### src/rtl/b08_job_feeder.sv
// Job sequencer for the b08 ROM matcher: queues job words, launches each one, and returns the tagged result.
// Latency: a popped job raises RES_VALID 2+RUN_CYCLES+1 cycles after LAUNCH0; back-to-back jobs start every 2+RUN_CYCLES+2 cycles.
// Backpressure: an unaccepted result blocks the next launch. The queue then fills, and IN_READY drops at FIFO_DEPTH entries.
//
// Ports:
//   CLOCK, RESET                 shared clock, synchronous active-high reset
//   IN_VALID/IN_READY/IN_DATA    job word input (valid/ready)
//   START, I, O_IN               matcher control, job word and result
//   RES_VALID/RES_READY          result output (valid/ready), RES_DATA = matcher O, RES_TAG = job word
//   BUSY                         high whenever the sequencer is not idle
module b08_job_feeder #(
    parameter int FIFO_DEPTH    = 4,
    parameter int RUN_CYCLES    = 16,
    parameter int RESYNC_CYCLES = 18
) (
    input  logic       CLOCK,
    input  logic       RESET,
    input  logic       IN_VALID,
    input  logic [7:0] IN_DATA,
    output logic       IN_READY,
    output logic       START,
    output logic [7:0] I,
    input  logic [3:0] O_IN,
    output logic       RES_VALID,
    input  logic       RES_READY,
    output logic [3:0] RES_DATA,
    output logic [7:0] RES_TAG,
    output logic       BUSY
);

    localparam int AW   = (FIFO_DEPTH > 1) ? $clog2(FIFO_DEPTH) : 1;
    localparam int CNTW = AW + 1;
    localparam int CW   = $clog2(RESYNC_CYCLES + 1);

    localparam logic [AW-1:0] PTR_ONE   = AW'(1);
    localparam logic [AW:0]   CNT_ONE   = CNTW'(1);
    localparam logic [AW:0]   DEPTH_C   = CNTW'(FIFO_DEPTH);
    localparam logic [CW-1:0] RUN_LD    = CW'(RUN_CYCLES);
    localparam logic [CW-1:0] RESYNC_LD = CW'(RESYNC_CYCLES);
    localparam logic [CW-1:0] TMR_ONE   = CW'(1);

    typedef enum logic [2:0] {
        S_RESYNC  = 3'd0,
        S_IDLE    = 3'd1,
        S_LAUNCH0 = 3'd2,
        S_LAUNCH1 = 3'd3,
        S_RUN     = 3'd4,
        S_COLLECT = 3'd5
    } state_t;

    state_t        state_q, state_d;
    logic [CW-1:0] tmr_q, tmr_d;
    logic [AW-1:0] wr_ptr_q, wr_ptr_d;
    logic [AW-1:0] rd_ptr_q, rd_ptr_d;
    logic [AW:0]   count_q, count_d;
    logic [7:0]    mem_q [FIFO_DEPTH];
    logic [7:0]    mem_d [FIFO_DEPTH];
    logic [7:0]    job_q, job_d;
    logic          res_valid_q, res_valid_d;
    logic [3:0]    res_data_q, res_data_d;
    logic [7:0]    res_tag_q, res_tag_d;

    logic in_ready;
    logic push;
    logic pop;
    logic slot_free;

    // ---------------- state register ----------------
    always_ff @(posedge CLOCK) begin
        if (RESET) begin
            state_q     <= S_RESYNC;
            tmr_q       <= RESYNC_LD;
            wr_ptr_q    <= '0;
            rd_ptr_q    <= '0;
            count_q     <= '0;
            job_q       <= '0;
            res_valid_q <= 1'b0;
            res_data_q  <= '0;
            res_tag_q   <= '0;
        end else begin
            state_q     <= state_d;
            tmr_q       <= tmr_d;
            wr_ptr_q    <= wr_ptr_d;
            rd_ptr_q    <= rd_ptr_d;
            count_q     <= count_d;
            job_q       <= job_d;
            res_valid_q <= res_valid_d;
            res_data_q  <= res_data_d;
            res_tag_q   <= res_tag_d;
        end
    end

    // Queue storage needs no reset: an entry is only read after it has been written.
    always_ff @(posedge CLOCK) begin
        mem_q <= mem_d;
    end

    // ---------------- next-state logic ----------------
    always_comb begin
        state_d     = state_q;
        tmr_d       = tmr_q;
        job_d       = job_q;
        pop         = 1'b0;
        res_valid_d = res_valid_q;
        res_data_d  = res_data_q;
        res_tag_d   = res_tag_q;

        // The slot counts as free if the current result is being taken this cycle.
        slot_free = !res_valid_q || RES_READY;
        if (res_valid_q && RES_READY) begin
            res_valid_d = 1'b0;
        end

        case (state_q)
            S_RESYNC: begin
                // The matcher has no reset. Holding START low longer than one full run
                // returns it to its start state from anywhere.
                if (tmr_q <= TMR_ONE) begin
                    tmr_d   = '0;
                    state_d = S_IDLE;
                end else begin
                    tmr_d = tmr_q - TMR_ONE;
                end
            end
            S_IDLE: begin
                if ((count_q != '0) && slot_free) begin
                    pop     = 1'b1;
                    job_d   = mem_q[rd_ptr_q];
                    state_d = S_LAUNCH0;
                end
            end
            S_LAUNCH0: begin
                state_d = S_LAUNCH1;
            end
            S_LAUNCH1: begin
                tmr_d   = RUN_LD;
                state_d = S_RUN;
            end
            S_RUN: begin
                if (tmr_q <= TMR_ONE) begin
                    tmr_d   = '0;
                    state_d = S_COLLECT;
                end else begin
                    tmr_d = tmr_q - TMR_ONE;
                end
            end
            S_COLLECT: begin
                // The launch condition guaranteed the slot is empty, so no overwrite can occur.
                res_valid_d = 1'b1;
                res_data_d  = O_IN;
                res_tag_d   = job_q;
                state_d     = S_IDLE;
            end
            default: begin
                state_d = S_RESYNC;
                tmr_d   = RESYNC_LD;
            end
        endcase
    end

    // Job queue. Readiness uses the registered count only, so a full queue refuses a push
    // even in the cycle it pops.
    always_comb begin
        in_ready = (count_q != DEPTH_C);
        push     = IN_VALID && in_ready;
        mem_d    = mem_q;
        wr_ptr_d = wr_ptr_q;
        rd_ptr_d = rd_ptr_q;
        count_d  = count_q;
        if (push) begin
            mem_d[wr_ptr_q] = IN_DATA;
            wr_ptr_d        = wr_ptr_q + PTR_ONE;
        end
        if (pop) begin
            rd_ptr_d = rd_ptr_q + PTR_ONE;
        end
        if (push && !pop) begin
            count_d = count_q + CNT_ONE;
        end else if (pop && !push) begin
            count_d = count_q - CNT_ONE;
        end
    end

    // ---------------- outputs ----------------
    always_comb begin
        START     = (state_q == S_LAUNCH0) || (state_q == S_LAUNCH1);
        BUSY      = (state_q != S_IDLE);
        I         = job_q;  // held through RUN so the matcher never sees a glitch
        IN_READY  = in_ready;
        RES_VALID = res_valid_q;
        RES_DATA  = res_data_q;
        RES_TAG   = res_tag_q;
    end

endmodule

### config.mk
export PLATFORM = sky130hd
export DESIGN_NAME = b08_job_feeder
export DESIGN_NICKNAME = d
export VERILOG_FILES = /design/src/rtl/b08_job_feeder.sv
export SDC_FILE = /design/constraint.sdc
export NUM_CORES = 1
export LEC_CHECK = 0
export BUFFER_PORTS_ARGS = -buffer_cell sky130_fd_sc_hd__clkbuf_2
export CAP_MARGIN = 20
export CORE_ASPECT_RATIO = 0.5
export CORE_MARGIN = 1
export CORE_UTILIZATION = 38
export DETAILED_ROUTE_END_ITERATION = 6
export PLACE_DENSITY_LB_ADDON = 0.15
export SETUP_SLACK_MARGIN = 0.05
export SLEW_MARGIN = 15
export SYNTH_ARGS = -nofsm -noshare
export SYNTH_HDL_FRONTEND = slang
export SYNTH_SLANG_ARGS = --single-unit
### constraint.sdc
create_clock -name CLOCK -period 3.32 [get_ports CLOCK]
set_clock_uncertainty 0.1 [all_clocks]
set_input_delay 0.498 -clock CLOCK [delete_from_list [all_inputs] [get_ports CLOCK]]
set_output_delay 0.498 -clock CLOCK [all_outputs]
set_load 0.01 [all_outputs]
======== Yosys cells after proc, flatten, opt, wreduce, memory -nomap -nowiden ========
Index checks and enable logic that the tools add are counted.
word-level totals
  output and inout port bits .............. 24
  input port bits ......................... 16
  memory bits (read-only) ................. 0
  bits in latches ......................... 0
  memories kept ........................... 0
  bits in writable memories ............... 0
  flip-flop bits (word level) ............. 68
  word-level logic and storage cells ...... 71
operators by class
  div/mod/pow operators ................... 0
  reductions and logical operators ........ 19
  $mul .................................... 0
  shifts and indexed selects .............. 0
  add/sub/neg operators ................... 5
  eq/ne operators ......................... 10
  multiplexer cells ....................... 18
  bitwise gates (word level) .............. 2
  order comparisons ....................... 4
operator list
  cell                                                             number
  bitwise mux 32 bit                                               1
  2-to-1 mux 8 bit                                                 3
  one-hot mux 3 bit (6 select lines)                               1
  binary-select mux 8 bit (select 2 bit)                           1
  demux 8 bit (select 2 bit)                                       1
  2-to-1 mux 3 bit                                                 5
  one-hot mux 5 bit (3 select lines)                               1
  equality test 3 x 2 -> 1 bit (second input constant)             2
  equality test 3 bit (second input constant)                      2
  greater-or-equal comparator 3 bit (second input constant)        2
  logical AND 1 bit                                                6
  inequality test 2 bit (second input constant)                    3
  NOT 2 -> 3 bit                                                   2
  less-or-equal comparator 5 x 1 -> 1 bit (second input constant)  1
  2-to-1 mux 5 bit                                                 1
  subtractor 5 x 1 -> 5 bit (second input constant)                1
  adder 2 x 1 -> 2 bit (second input constant)                     2
  2-to-1 mux 1 bit                                                 4
  nonzero test 2 bit                                               2
  adder 3 x 1 -> 3 bit (second input constant)                     1
  equality test 3 x 1 -> 1 bit (second input constant)             1
  logical NOT 1 bit                                                3
  logical NOT 3 bit                                                1
  < comparator 3 x 1 -> 1 bit (second input constant)              1
  other kinds (9)                                                  10

======== Logic depth before layout (Yosys ltp) ========
  depth in word-level cells ............... 8
  gate-level depth with buffers ........... 10
  mapped depth without buffers ............ 8

======== Worst setup path before layout ========
No wires, ideal clock.
  path type ............................... register to register
  start point ............................. register count_q[0]
  end point ............................... register count_q[2]
  stages on the path, launching flop included .. 10
  required time ........................... 3150 ps
  buffers on the path ..................... 1
  period minus slack after synthesis ...... 2395 ps
  library setup time ...................... 70 ps
  path slack .............................. 925 ps
  arrival time ............................ 2225 ps
  path through ............................ dfxtp_1 > or3_1 > clkbuf_1 > nand3_1 > ha_1 > inv_1 > fa_1 > xor2_1 > or3_1 > a21oi_1
between the ends
  longest elaborated chain between the ends .. 7
  elaborated cells between the ends (all ways) .. 15
  those cells by class .................... add/sub: 2; eq/ne: 1; mux: 4; reduce/logical: 8
ends and longest elaborated chain
  element                                                 RTL line  text
  start: declaration                                      55        logic [AW:0] count_q, count_d;
  start signal: assignment                                85        count_q <= count_d;
  nonzero test 3 bit                                      126       if ((count_q != '0) && slot_free) begin
  logical AND 1 bit                                       126
  2-to-1 mux 1 bit                                        126
  2-to-1 mux 1 bit                                        114       case (state_q)
  logical NOT 1 bit                                       177       if (push && !pop) begin
  logical AND 1 bit                                       177
  2-to-1 mux 3 bit or nonzero test 2 bit (tied branches)  -
Several ways; a longest one is shown, not always the timed one. The select of a mux whose other input is x is not followed.
A chain may end at the register's enable or synchronous reset.

======== Final worst setup path ========
Same ends and word-level chain as after synthesis.

==> flow_metrics.env <==
export IMPL_synth_nets=267
export IMPL_timing_rr_start="count_q[0]"
export IMPL_async_flop_share=0
export IMPL_leakagePower_nw=1.25
export IMPL_grt_ovfl_total=0
export IMPL_ctsHoldBuffers=0
export IMPL_regArea_um2=1680
export IMPL_dieArea_um2=7870
export IMPL_powerDensity_nw_per_um2=765
export IMPL_core_um2=6960
export IMPL_crit_type="reg -> reg"
export IMPL_yosys_area_top_type="edfxtp_1"
export IMPL_min_delay_start="IN_DATA[5]"
export IMPL_path_max_fanout=12
export IMPL_synth_area_leaders="edfxtp_1 (34%), dfxtp_1 (25%), mux4_2 (6.3%)"
export IMPL_grt_pass1_wl_mm=9.73
export IMPL_synth_flop_cell="dfxtp_1"
export IMPL_min_period_over_period=0.764
export IMPL_final_common_cell="clkbuf_2"
export IMPL_grt_usage=0.165
export IMPL_routed_wl_mm=5.87
export IMPL_cts_resized=0
export IMPL_setup_viol=0
export IMPL_synth_edf_count=32
export IMPL_maxSlewViolCount=0
export IMPL_worst_setup_path_start_kind="flop"
export IMPL_vias=1952
export IMPL_rsz0062_at_grt="no"
export IMPL_die_h_um=63.2
export IMPL_slew_headroom=0.517
export IMPL_numPortBuffers=39
export IMPL_ir_drop_mv=0.294
export IMPL_synthToLayoutAreaGrowth_pct=18.8
export IMPL_clk_path_buf_depth=2
export IMPL_layout_nets=301
export IMPL_hold_violations=0
export IMPL_pre_cts_slack_ns=0.772
export IMPL_maxCapViolCount=0
export IMPL_worstPathRequired_ns=3.47
export IMPL_grt_pass1_vias=1910
export IMPL_n_fill_cell=637
export IMPL_gp_congestion=0.799
export IMPL_path_clk_slew_ns=0.05
export IMPL_die_x_um=124
export IMPL_cts_tree="built"
export IMPL_start_util=0.409
export IMPL_cts_sinks=68
export IMPL_use_met3=0.0620
export IMPL_fin_setup_tns_ns=0
export IMPL_syn_inst=243
export IMPL_synth_area_um2=2850
export IMPL_tightest_slew_ns=0.725
export IMPL_use_met1=0.211
export IMPL_min_path_type="in -> reg"
export IMPL_grt_max_degree=37
export IMPL_drive_gt1_frac=0.227
export IMPL_worst_slack_ns=0.782
export IMPL_yosysWarnings=0
export IMPL_startpoint="count_q[0]"
export IMPL_crit_path_end_kind="flop"
export IMPL_diodes=0
export IMPL_grt_antenna_before_repair=0
export IMPL_avgViaCountPerCell=5.22
export IMPL_multiInputGateArea_um2=1050
export IMPL_drt_iter0_markers=122
export IMPL_avgSynthCellArea_um2=11.7
export IMPL_dp_hpwl_mm=3.98
export IMPL_final_cell_mix="clkbuf_2 (39), dfxtp_1 (36), edfxtp_1 (32)"
export IMPL_cp_arrival_ns=2.69
export IMPL_wl_per_cell_um=15.7
export IMPL_htree_num_levels=3
export IMPL_cts_buffers=9
export IMPL_synth_top_cell_area_share=0.337
export IMPL_ios=40
export IMPL_grt_busiest_layer="met2"
export IMPL_fmax_ghz=0.394
export IMPL_yosysUniqueCellTypes=41
export IMPL_cts_setup_buffers=0
export IMPL_worstSkewPairLatency_ns=0.33
export IMPL_synth_yosys_seq_area_share=0.590
export IMPL_rows=21
export IMPL_post_route_min_period_ns=2.54
export IMPL_ant_nets=0
export IMPL_synth_seq_cells=68
export IMPL_drcViolationCount=0
export IMPL_first_pass_iters=4
export IMPL_grtUsageMet2=0.254
export IMPL_status="finished clean"
export IMPL_cts_root_buffer="clkbuf_16"
==> logic make-up after synthesis <==
logic type / share of synthesized area
simple gates: 0.132
flops: 0.590
compound gates: 0.123
buf+inv: 0.0395
mux: 0.0707
fa+ha+maj: 0.0378
xor+xnor: 0.00615
==> path summary, 6_finish.rpt <==
check | end | slack, ns | cells after the start
max reg2reg | count_q[2] | 0.78 | 8
min reg2reg | RES_TAG[3] | 0.35 | 2
min | mem_q[13] | 0.29 | 1
max | count_q[2] | 0.78 | 8
==> critical path, cell delays in order (launching register included) <==
cell     delay [ns]
dfxtp_1        0.37
or3_1          0.57
nand3_1        0.16
ha_1           0.20
inv_1          0.06
fa_1           0.37
xor2_1         0.18
or3_1          0.32
a21oi_1        0.14
==> routing by layer <==
metal  up-vias  routed length, µm
li1        971                  -
met1       926               2840
met2        45               2690
met3        10                277
met4         0                 65
met5         -                  0
==> metrics by stage <==
step | utilization | power, mW | cells | hold WS, ns | area, µm²
floorplan | - | 1.51 | 243 | 0.381 | 2850
global placement | 0.443 | 1.63 | 358 | 0.342 | 3080
detailed placement | 0.443 | 1.65 | 358 | 0.346 | 3080
CTS | 0.486 | 2.61 | 374 | 0.277 | 3380
global route | 0.486 | 2.74 | 374 | 0.281 | 3380
finish | 0.486 | 2.59 | 374 | 0.287 | 3380
==> Yosys cell counts (2+ instances only) <==
cell type,n
inv_1,10
nand2_1,25
o211ai_1,2
nand3_1,4
nor3b_1,2
clkbuf_1,8
xor2_1,2
nor2b_1,6
dfxtp_1,36
buf_2,5
buf_4,2
ha_1,7
and3_1,4
a31oi_1,3
o21ai_0,8
mux4_2,8
or3_1,3
edfxtp_1,32
nor2_1,8
o31ai_1,10
a21oi_1,29
nand4_1,10
==> area by class of cell <==
cell class,count,area share
sequential,68,0.497
multi-input combinational,149,0.312
clock buffer,14,0.0780
timing repair buffer,39,0.0577
tap,92,0.0340
inverter,10,0.0111
clock inverter,2,0.0104
==> sequential cells by signal (all words and copies together), names as in the netlist <==
| signal | count |
|---|---|
| I | 8 |
| RES_DATA | 4 |
| RES_TAG | 8 |
| RES_VALID | 1 |
| count_q | 3 |
| mem_q | 32 |
| rd_ptr_q | 2 |
| state_q | 3 |
| tmr_q | 5 |
| wr_ptr_q | 2 |
==> power by group <==
| part | internal [mW] | total, mW | switching (mW) |
|---|---|---|---|
| Combinational | 0.224 | 0.550 | 0.326 |
| Clock | 0.621 | 0.949 | 0.328 |
| Sequential | 0.988 | 1.09 | 0.102 |
| Total | 1.83 | 2.59 | 0.756 |
Power figures use the tool's default switching activity.
